## src/rtl/muldiv_pkg.sv

```systemverilog
// Shared definitions for the iterative multiply/divide unit.
//   op_e        : operation encodings presented on the Op input
//   state_e     : sequencer state encoding
//   ITER_COUNT  : number of one-bit iterations per MULT/DIV
//   DIV0_QUOT   : quotient produced by a divide by zero
package muldiv_pkg;

  typedef enum logic [2:0] {
    OP_MULT  = 3'd0,
    OP_MULTU = 3'd1,
    OP_DIV   = 3'd2,
    OP_DIVU  = 3'd3,
    OP_MTHI  = 3'd4,
    OP_MTLO  = 3'd5
  } op_e;

  typedef enum logic [1:0] {
    S_IDLE = 2'd0,
    S_CALC = 2'd1,
    S_FIX  = 2'd2,
    S_DONE = 2'd3
  } state_e;

  localparam int          ITER_COUNT = 32;
  localparam logic [31:0] DIV0_QUOT  = 32'hFFFF_FFFF;

endpackage

```

## src/rtl/muldiv_step.sv

```systemverilog
// One iteration of the unsigned multiply/divide datapath (combinational).
// Optional feature macro: MULDIV_DIV_EN adds the restoring-division step.
//   div_mode : 1 = restoring divide step, 0 = shift-add multiply step
//              (port exists only with MULDIV_DIV_EN)
//   hi, lo   : current accumulator halves
//   operand  : multiplicand magnitude or divisor magnitude
//   hi_nxt, lo_nxt : accumulator after this iteration
module muldiv_step #(
  parameter int WIDTH = 32
) (
`ifdef MULDIV_DIV_EN
  input  logic             div_mode,
`endif
  input  logic [WIDTH-1:0] hi,
  input  logic [WIDTH-1:0] lo,
  input  logic [WIDTH-1:0] operand,
  output logic [WIDTH-1:0] hi_nxt,
  output logic [WIDTH-1:0] lo_nxt
);

  // Multiply: lo holds the remaining multiplier bits; add the multiplicand
  // into hi when the current LSB is set, then shift {carry,hi,lo} right.
  logic [WIDTH:0] mul_sum;
  assign mul_sum = {1'b0, hi} + (lo[0] ? {1'b0, operand} : '0);

`ifdef MULDIV_DIV_EN
  // Divide: hi is the partial remainder, lo shifts dividend bits out and
  // quotient bits in. Bit WIDTH of the difference is the borrow.
  logic [WIDTH:0] div_tmp;
  logic [WIDTH:0] div_diff;
  logic           borrow;
  assign div_tmp  = {hi, lo[WIDTH-1]};
  assign div_diff = div_tmp - {1'b0, operand};
  assign borrow   = div_diff[WIDTH];

  always_comb begin
    hi_nxt = mul_sum[WIDTH:1];
    lo_nxt = {mul_sum[0], lo[WIDTH-1:1]};
    if (div_mode) begin
      hi_nxt = borrow ? div_tmp[WIDTH-1:0] : div_diff[WIDTH-1:0];
      lo_nxt = {lo[WIDTH-2:0], ~borrow};
    end
  end
`else
  always_comb begin
    hi_nxt = mul_sum[WIDTH:1];
    lo_nxt = {mul_sum[0], lo[WIDTH-1:1]};
  end
`endif

endmodule

```

## src/rtl/mul_div_unit.sv

```systemverilog
// Iterative MIPS-style multiply/divide unit with HI/LO registers.
// Optional feature macro: MULDIV_DIV_EN enables DIV/DIVU; without it those
// opcodes are no-ops and no divider logic is built.
//   Clk, Rst_n : clock, synchronous active-low reset
//   OpA, OpB   : operands (latched when an operation is accepted)
//   Op         : 0 MULT, 1 MULTU, 2 DIV, 3 DIVU, 4 MTHI, 5 MTLO, 6-7 no-op
//   Start      : request, sampled only while idle
//   Busy       : high while a MULT/DIV is in progress
//   Done       : one-cycle pulse when a MULT/DIV result lands in Hi/Lo
//   Hi, Lo     : architectural HI/LO registers
import muldiv_pkg::*;

module mul_div_unit #(
  parameter int WIDTH = 32
) (
  input  logic             Clk,
  input  logic             Rst_n,
  input  logic [WIDTH-1:0] OpA,
  input  logic [WIDTH-1:0] OpB,
  input  logic [2:0]       Op,
  input  logic             Start,
  output logic             Busy,
  output logic             Done,
  output logic [WIDTH-1:0] Hi,
  output logic [WIDTH-1:0] Lo
);

  localparam logic [4:0] CNT_LAST = 5'(ITER_COUNT - 1);

  state_e           state;
  logic [4:0]       cnt;
  logic [WIDTH-1:0] acc_hi;
  logic [WIDTH-1:0] acc_lo;
  logic [WIDTH-1:0] operand;
  logic             neg_res;   // product or quotient must be negated in FIX
  logic [WIDTH-1:0] step_hi;
  logic [WIDTH-1:0] step_lo;
  logic [2*WIDTH-1:0] prod_neg;
`ifdef MULDIV_DIV_EN
  logic             is_div;
  logic             neg_rem;   // remainder follows the dividend's sign
  logic             div_zero;
`endif

  // Magnitude of a value, interpreted as signed only for signed ops.
  function automatic logic [WIDTH-1:0] mag(input logic signed [WIDTH-1:0] v,
                                           input logic is_signed);
    return (is_signed && v[WIDTH-1]) ? (~v + WIDTH'(1)) : v;
  endfunction

  function automatic logic [WIDTH-1:0] neg(input logic [WIDTH-1:0] v);
    return ~v + WIDTH'(1);
  endfunction

  assign prod_neg = ~{acc_hi, acc_lo} + (2*WIDTH)'(1);

  muldiv_step #(.WIDTH(WIDTH)) u_step (
`ifdef MULDIV_DIV_EN
    .div_mode (is_div),
`endif
    .hi       (acc_hi),
    .lo       (acc_lo),
    .operand  (operand),
    .hi_nxt   (step_hi),
    .lo_nxt   (step_lo)
  );

  always_ff @(posedge Clk) begin
    if (!Rst_n) begin
      state    <= S_IDLE;
      cnt      <= '0;
      Busy     <= 1'b0;
      Done     <= 1'b0;
      Hi       <= '0;
      Lo       <= '0;
      acc_hi   <= '0;
      acc_lo   <= '0;
      operand  <= '0;
      neg_res  <= 1'b0;
`ifdef MULDIV_DIV_EN
      is_div   <= 1'b0;
      neg_rem  <= 1'b0;
      div_zero <= 1'b0;
`endif
    end else begin
      Done <= 1'b0;
      unique case (state)
        S_IDLE: begin
          if (Start) begin
            case (op_e'(Op))
              OP_MULT, OP_MULTU: begin
                state   <= S_CALC;
                Busy    <= 1'b1;
                cnt     <= '0;
                acc_hi  <= '0;
                acc_lo  <= mag(OpA, Op == OP_MULT);
                operand <= mag(OpB, Op == OP_MULT);
                neg_res <= (Op == OP_MULT) && (OpA[WIDTH-1] ^ OpB[WIDTH-1]);
`ifdef MULDIV_DIV_EN
                is_div  <= 1'b0;
`endif
              end
`ifdef MULDIV_DIV_EN
              OP_DIV, OP_DIVU: begin
                state    <= S_CALC;
                Busy     <= 1'b1;
                cnt      <= '0;
                acc_hi   <= '0;
                acc_lo   <= mag(OpA, Op == OP_DIV);
                operand  <= mag(OpB, Op == OP_DIV);
                neg_res  <= (Op == OP_DIV) && (OpA[WIDTH-1] ^ OpB[WIDTH-1]);
                neg_rem  <= (Op == OP_DIV) && OpA[WIDTH-1];
                div_zero <= (OpB == '0);
                is_div   <= 1'b1;
              end
`endif
              OP_MTHI: Hi <= OpA;
              OP_MTLO: Lo <= OpA;
              default: ;
            endcase
          end
        end
        S_CALC: begin
          acc_hi <= step_hi;
          acc_lo <= step_lo;
          cnt    <= cnt + 5'd1;
          if (cnt == CNT_LAST) state <= S_FIX;
        end
        S_FIX: begin
          // Magnitude result is complete; apply sign corrections.
`ifdef MULDIV_DIV_EN
          if (is_div) begin
            if (div_zero)     acc_lo <= DIV0_QUOT;
            else if (neg_res) acc_lo <= neg(acc_lo);
            if (neg_rem)      acc_hi <= neg(acc_hi);
          end else
`endif
          if (neg_res) {acc_hi, acc_lo} <= prod_neg;
          state <= S_DONE;
        end
        S_DONE: begin
          Hi    <= acc_hi;
          Lo    <= acc_lo;
          Done  <= 1'b1;
          Busy  <= 1'b0;
          state <= S_IDLE;
        end
        default: state <= S_IDLE;
      endcase
    end
  end

endmodule

```

## config.mk

```make
export PLATFORM = sky130hd
export DESIGN_NAME = mul_div_unit
export DESIGN_NICKNAME = d
export VERILOG_FILES = /design/src/rtl/muldiv_pkg.sv /design/src/rtl/muldiv_step.sv /design/src/rtl/mul_div_unit.sv
export SDC_FILE = /design/constraint.sdc
export NUM_CORES = 1
export LEC_CHECK = 0
export CAP_MARGIN = 30
export CORE_ASPECT_RATIO = 1.5
export CORE_UTILIZATION = 30
export CTS_CLUSTER_SIZE = 14
export DETAILED_ROUTE_END_ITERATION = 10
export GPL_TIMING_DRIVEN = 1
export PLACE_DENSITY = 0.46
export REMOVE_ABC_BUFFERS = 1
export SLEW_MARGIN = 20
export SYNTH_ARGS = -nofsm -noshare
export SYNTH_HDL_FRONTEND = slang
export SYNTH_SLANG_ARGS = --single-unit
export TNS_END_PERCENT = 30
```

## constraint.sdc

```tcl
create_clock -name Clk -period 3.3 [get_ports Clk]
set_input_delay 0.825 -clock Clk [delete_from_list [all_inputs] [get_ports Clk]]
set_output_delay 0.825 -clock Clk [all_outputs]
set_load 0.01 [all_outputs]
```

==> impl_metrics.yaml <==
outcome:
  status: "completed"
detailed_routing:
  via_per_inst: 5.24
  drc: 0
  vias: 11863
  final_antenna_net_count: 0
  wl_per_cell_um: 18.0
  dr.pass1.iters: 6
  drt_iter0_markers: 626
  routed_wirelength_mm: 40.7
synth:
  synth_xor_area_frac: 0.0830
  synth_top_family_by_area: "compound AO/OA/AOI/OAI gates"
  avgSynthCellArea_um2: 7.47
  ys_seq_area_frac: 0.296
  synth-adder-area-share: 0.0485
  yosys_warnings: 0
  ys_seq_elements: 170
  ys_async_sr_fraction: 0
  ys_types: 70
  synth_edf_count: 0
  synth_area_leader_cell: "dfxtp_1"
  ys.flop_type: "dfxtp_1"
  synthMuxAreaShare: 0.00174
  synthSimpleGateAreaFrac: 0.236
  synthTopCellsByArea: "dfxtp_1 30%, a211oi_1 6.8%, a21oi_1 6.7%"
  synth_top_area_frac: 0.296
  synth_cells: 1541
  synth-compound-area-share: 0.286
  syn_area_um2: 11500
global_routing:
  gr-total-overflow: 0
  track_usage: 0.211
  grt_pass1_vias: 11684
  grt_pass1_wl_mm: 64.2
  grt_max_degree: 141
  antenna_found_initial: 0
setup_path:
  cp-end-kind: "flop"
  path_max_fanout: 5
  endpoint: "acc_hi[27]"
  crit_arrival_ps: 3470
  ff2ff_setup_slack_ps: 150
  worstRegToRegCells: 9
  worstSetupStartpoint: "acc_lo[13]"
  worst_ep_required_time_ps: 3620
  start_kind: "flop"
  worstSetupPathType: "flop to flop"
  regToRegEndpoint: "acc_hi[27]"
  rr_startpoint: "acc_lo[13]"
hold_path:
  hp-class: "flop to flop"
  hold_path.startpoint: "neg_res"
final_layout:
  fill_cells: 3968
  multi_input_area_um2: 7680
  ff_latch_area_um2: 3400
  final_cell_area_um2: 15200
  diodes: 0
  nNetsFinal: 1878
  area_growth_pct: 31.8
  instances_no_fill: 2262
  drive_above_1_share: 0.131
  fin_util: 0.403
clocking:
  worstSkewPairLatency_ps: 460
  cts_tree: "done"
  cts_htree_levels: 4
  clockBufferDepth: 2
  clkTransAtPathRegs_ps: 60
  clock-root-buffer: "clkbuf_16"
  clkSinkCount: 170
  numCtsBuffers: 17
placement:
  port_buffers: 135
  hpwlAfterDp_mm: 31.4
  gp_congestion: 0.892
  dp_cells: 2233
  placed_area_um2: 14500
timing:
  skew_ps: 7.00
  relSlewSlack: 0.470
  fmax_mhz: 317
  finalCritPeriodShare: 0.956
  slew_viol_final: 0
  period_needed_ps: 3150
  finalHoldViolCount: 0
  tightest_slew_ps: 794
  setup_viol: 0
  rsz0062_at_grt: "no"
power_and_ir_drop:
  combPwrFrac: 0.474
  p_int_uw: 5260
  p_per_area_nw_per_um2: 589
  power.share.clock: 0.224
  leakage_uw: 0.00570
  sequentialPowerShare: 0.302
  irDropWorstVdd_v: 0.000319
  p_sw_uw: 3680
  p_sw_frac: 0.412
floorplan:
  core_area_um2: 37700
  io_pins: 136
  initial_utilization: 0.305
  die_w_um: 162
  row_count: 87
  dieArea_um2: 39200
  die_height_um: 242
flow_run:
  cap_violations: 0
-- cells by family (layout without fill, tap and decap cells) --
group,Yosys count,in the layout
simple gates,558,558
compound gates,513,513
flops,170,170
buf+inv,145,377
xor+xnor,109,109
fa+ha+maj,44,44
mux,2,2
-- per-layer routing --
layer	GRT usage	vias to the layer above	part of all wire
met5	0	-	0
met3	0.0307	64	0.033
met1	0.237	5502	0.41
li1	-	6068	-
met2	0.391	229	0.52
met4	0.0860	0	0.031
-- area by class of cell --
| class | count | area share |
|---|---|---|
| Tap cell | 489 | 0.0404 |
| Timing Repair Buffer | 310 | 0.182 |
| Clock buffer | 20 | 0.0295 |
| Sequential cell | 170 | 0.224 |
| Inverter | 39 | 0.00982 |
| Clock inverter | 8 | 0.00660 |
| Multi-Input combinational cell | 1226 | 0.507 |
-- power groups by stage --
stage / sequential, uW / combinational (uW) / clock, uW
6_report: 2700 / 4230 / 2000
2_1_floorplan: 2760 / 2270 / 0
3_3_place_gp: 2740 / 4210 / 0
3_5_place_dp: 2740 / 4220 / 0
4_1_cts: 2700 / 4240 / 2060
5_1_grt: 2750 / 4660 / 2140
-- timing repair --
item,CTS,global route
resized for setup,1,20
setup endpoints to repair,4,23
hold buffers,0,0
pin swaps,2,4
setup buffers,0,1
hold endpoints to repair,0,0
-- how the worst min path moves through the flow --
| stage | end | cells past startpoint |
|---|---|---|
| after floorplan | operand[0] | 2 |
| after global placement | neg_res | 2 |
| after detailed placement | neg_res | 2 |
| after CTS | neg_res | 2 |
| after global routing | neg_res | 2 |
| final | neg_res | 2 |
-- sequential cells by signal, summed over array words and instances (netlist names), 2 cells and up --
register / cells
Hi: 32
operand: 32
Lo: 32
acc_hi: 32
state: 2
cnt: 5
acc_lo: 32
-- placed cells by master (no fill, tap or decap), drive strengths merged, types with 39 or more instances in the layout --
master,synthesis,routed
a211oi,104,104
a21oi,155,155
and2,41,41
buf,6,175
clkdlybuf4s50,0,135
dfxtp,170,170
ha,43,43
inv,38,39
nand2,111,111
nor2,195,195
nor3,48,48
o21ai,91,91
xnor2,70,70
xor2,39,39
-- stage by stage --
stage          setup WS [ps]  power (uW)  hold slack [ps]  TNS [ps]
4_1_cts                 17.7        8990              463         0
2_1_floorplan          -1480        5030              432   -140290
3_3_place_gp            -593        6940              441     -8660
5_1_grt                 14.9        9550              483         0
3_5_place_dp            -615        6970              453    -10030
6_report                 145        8930              463         0
-- worst max-delay path: stages, from the launching register on --
cell and delay, ps:
dfxtp_1 320, or3_4 400, or4_4 470, or4_4 530, or3_4 460, nor4_4 330
nand2_1 110, xor2_1 160, a22oi_2 160, o22ai_1 90
-- cells in the mapped netlist (all sizes together) (25+ instances only) --
library cell  count
clkbuf          100
dfxtp           170
nor2b            36
and2             41
nand2           111
a21oi           155
o21ai            91
nand3            25
xnor2            70
nor2            195
nor3             48
a211oi          104
a21o             26
ha               43
inv              38
xor2             39
a31oi            26
Note: power is estimated with default switching activity, not from simulation.
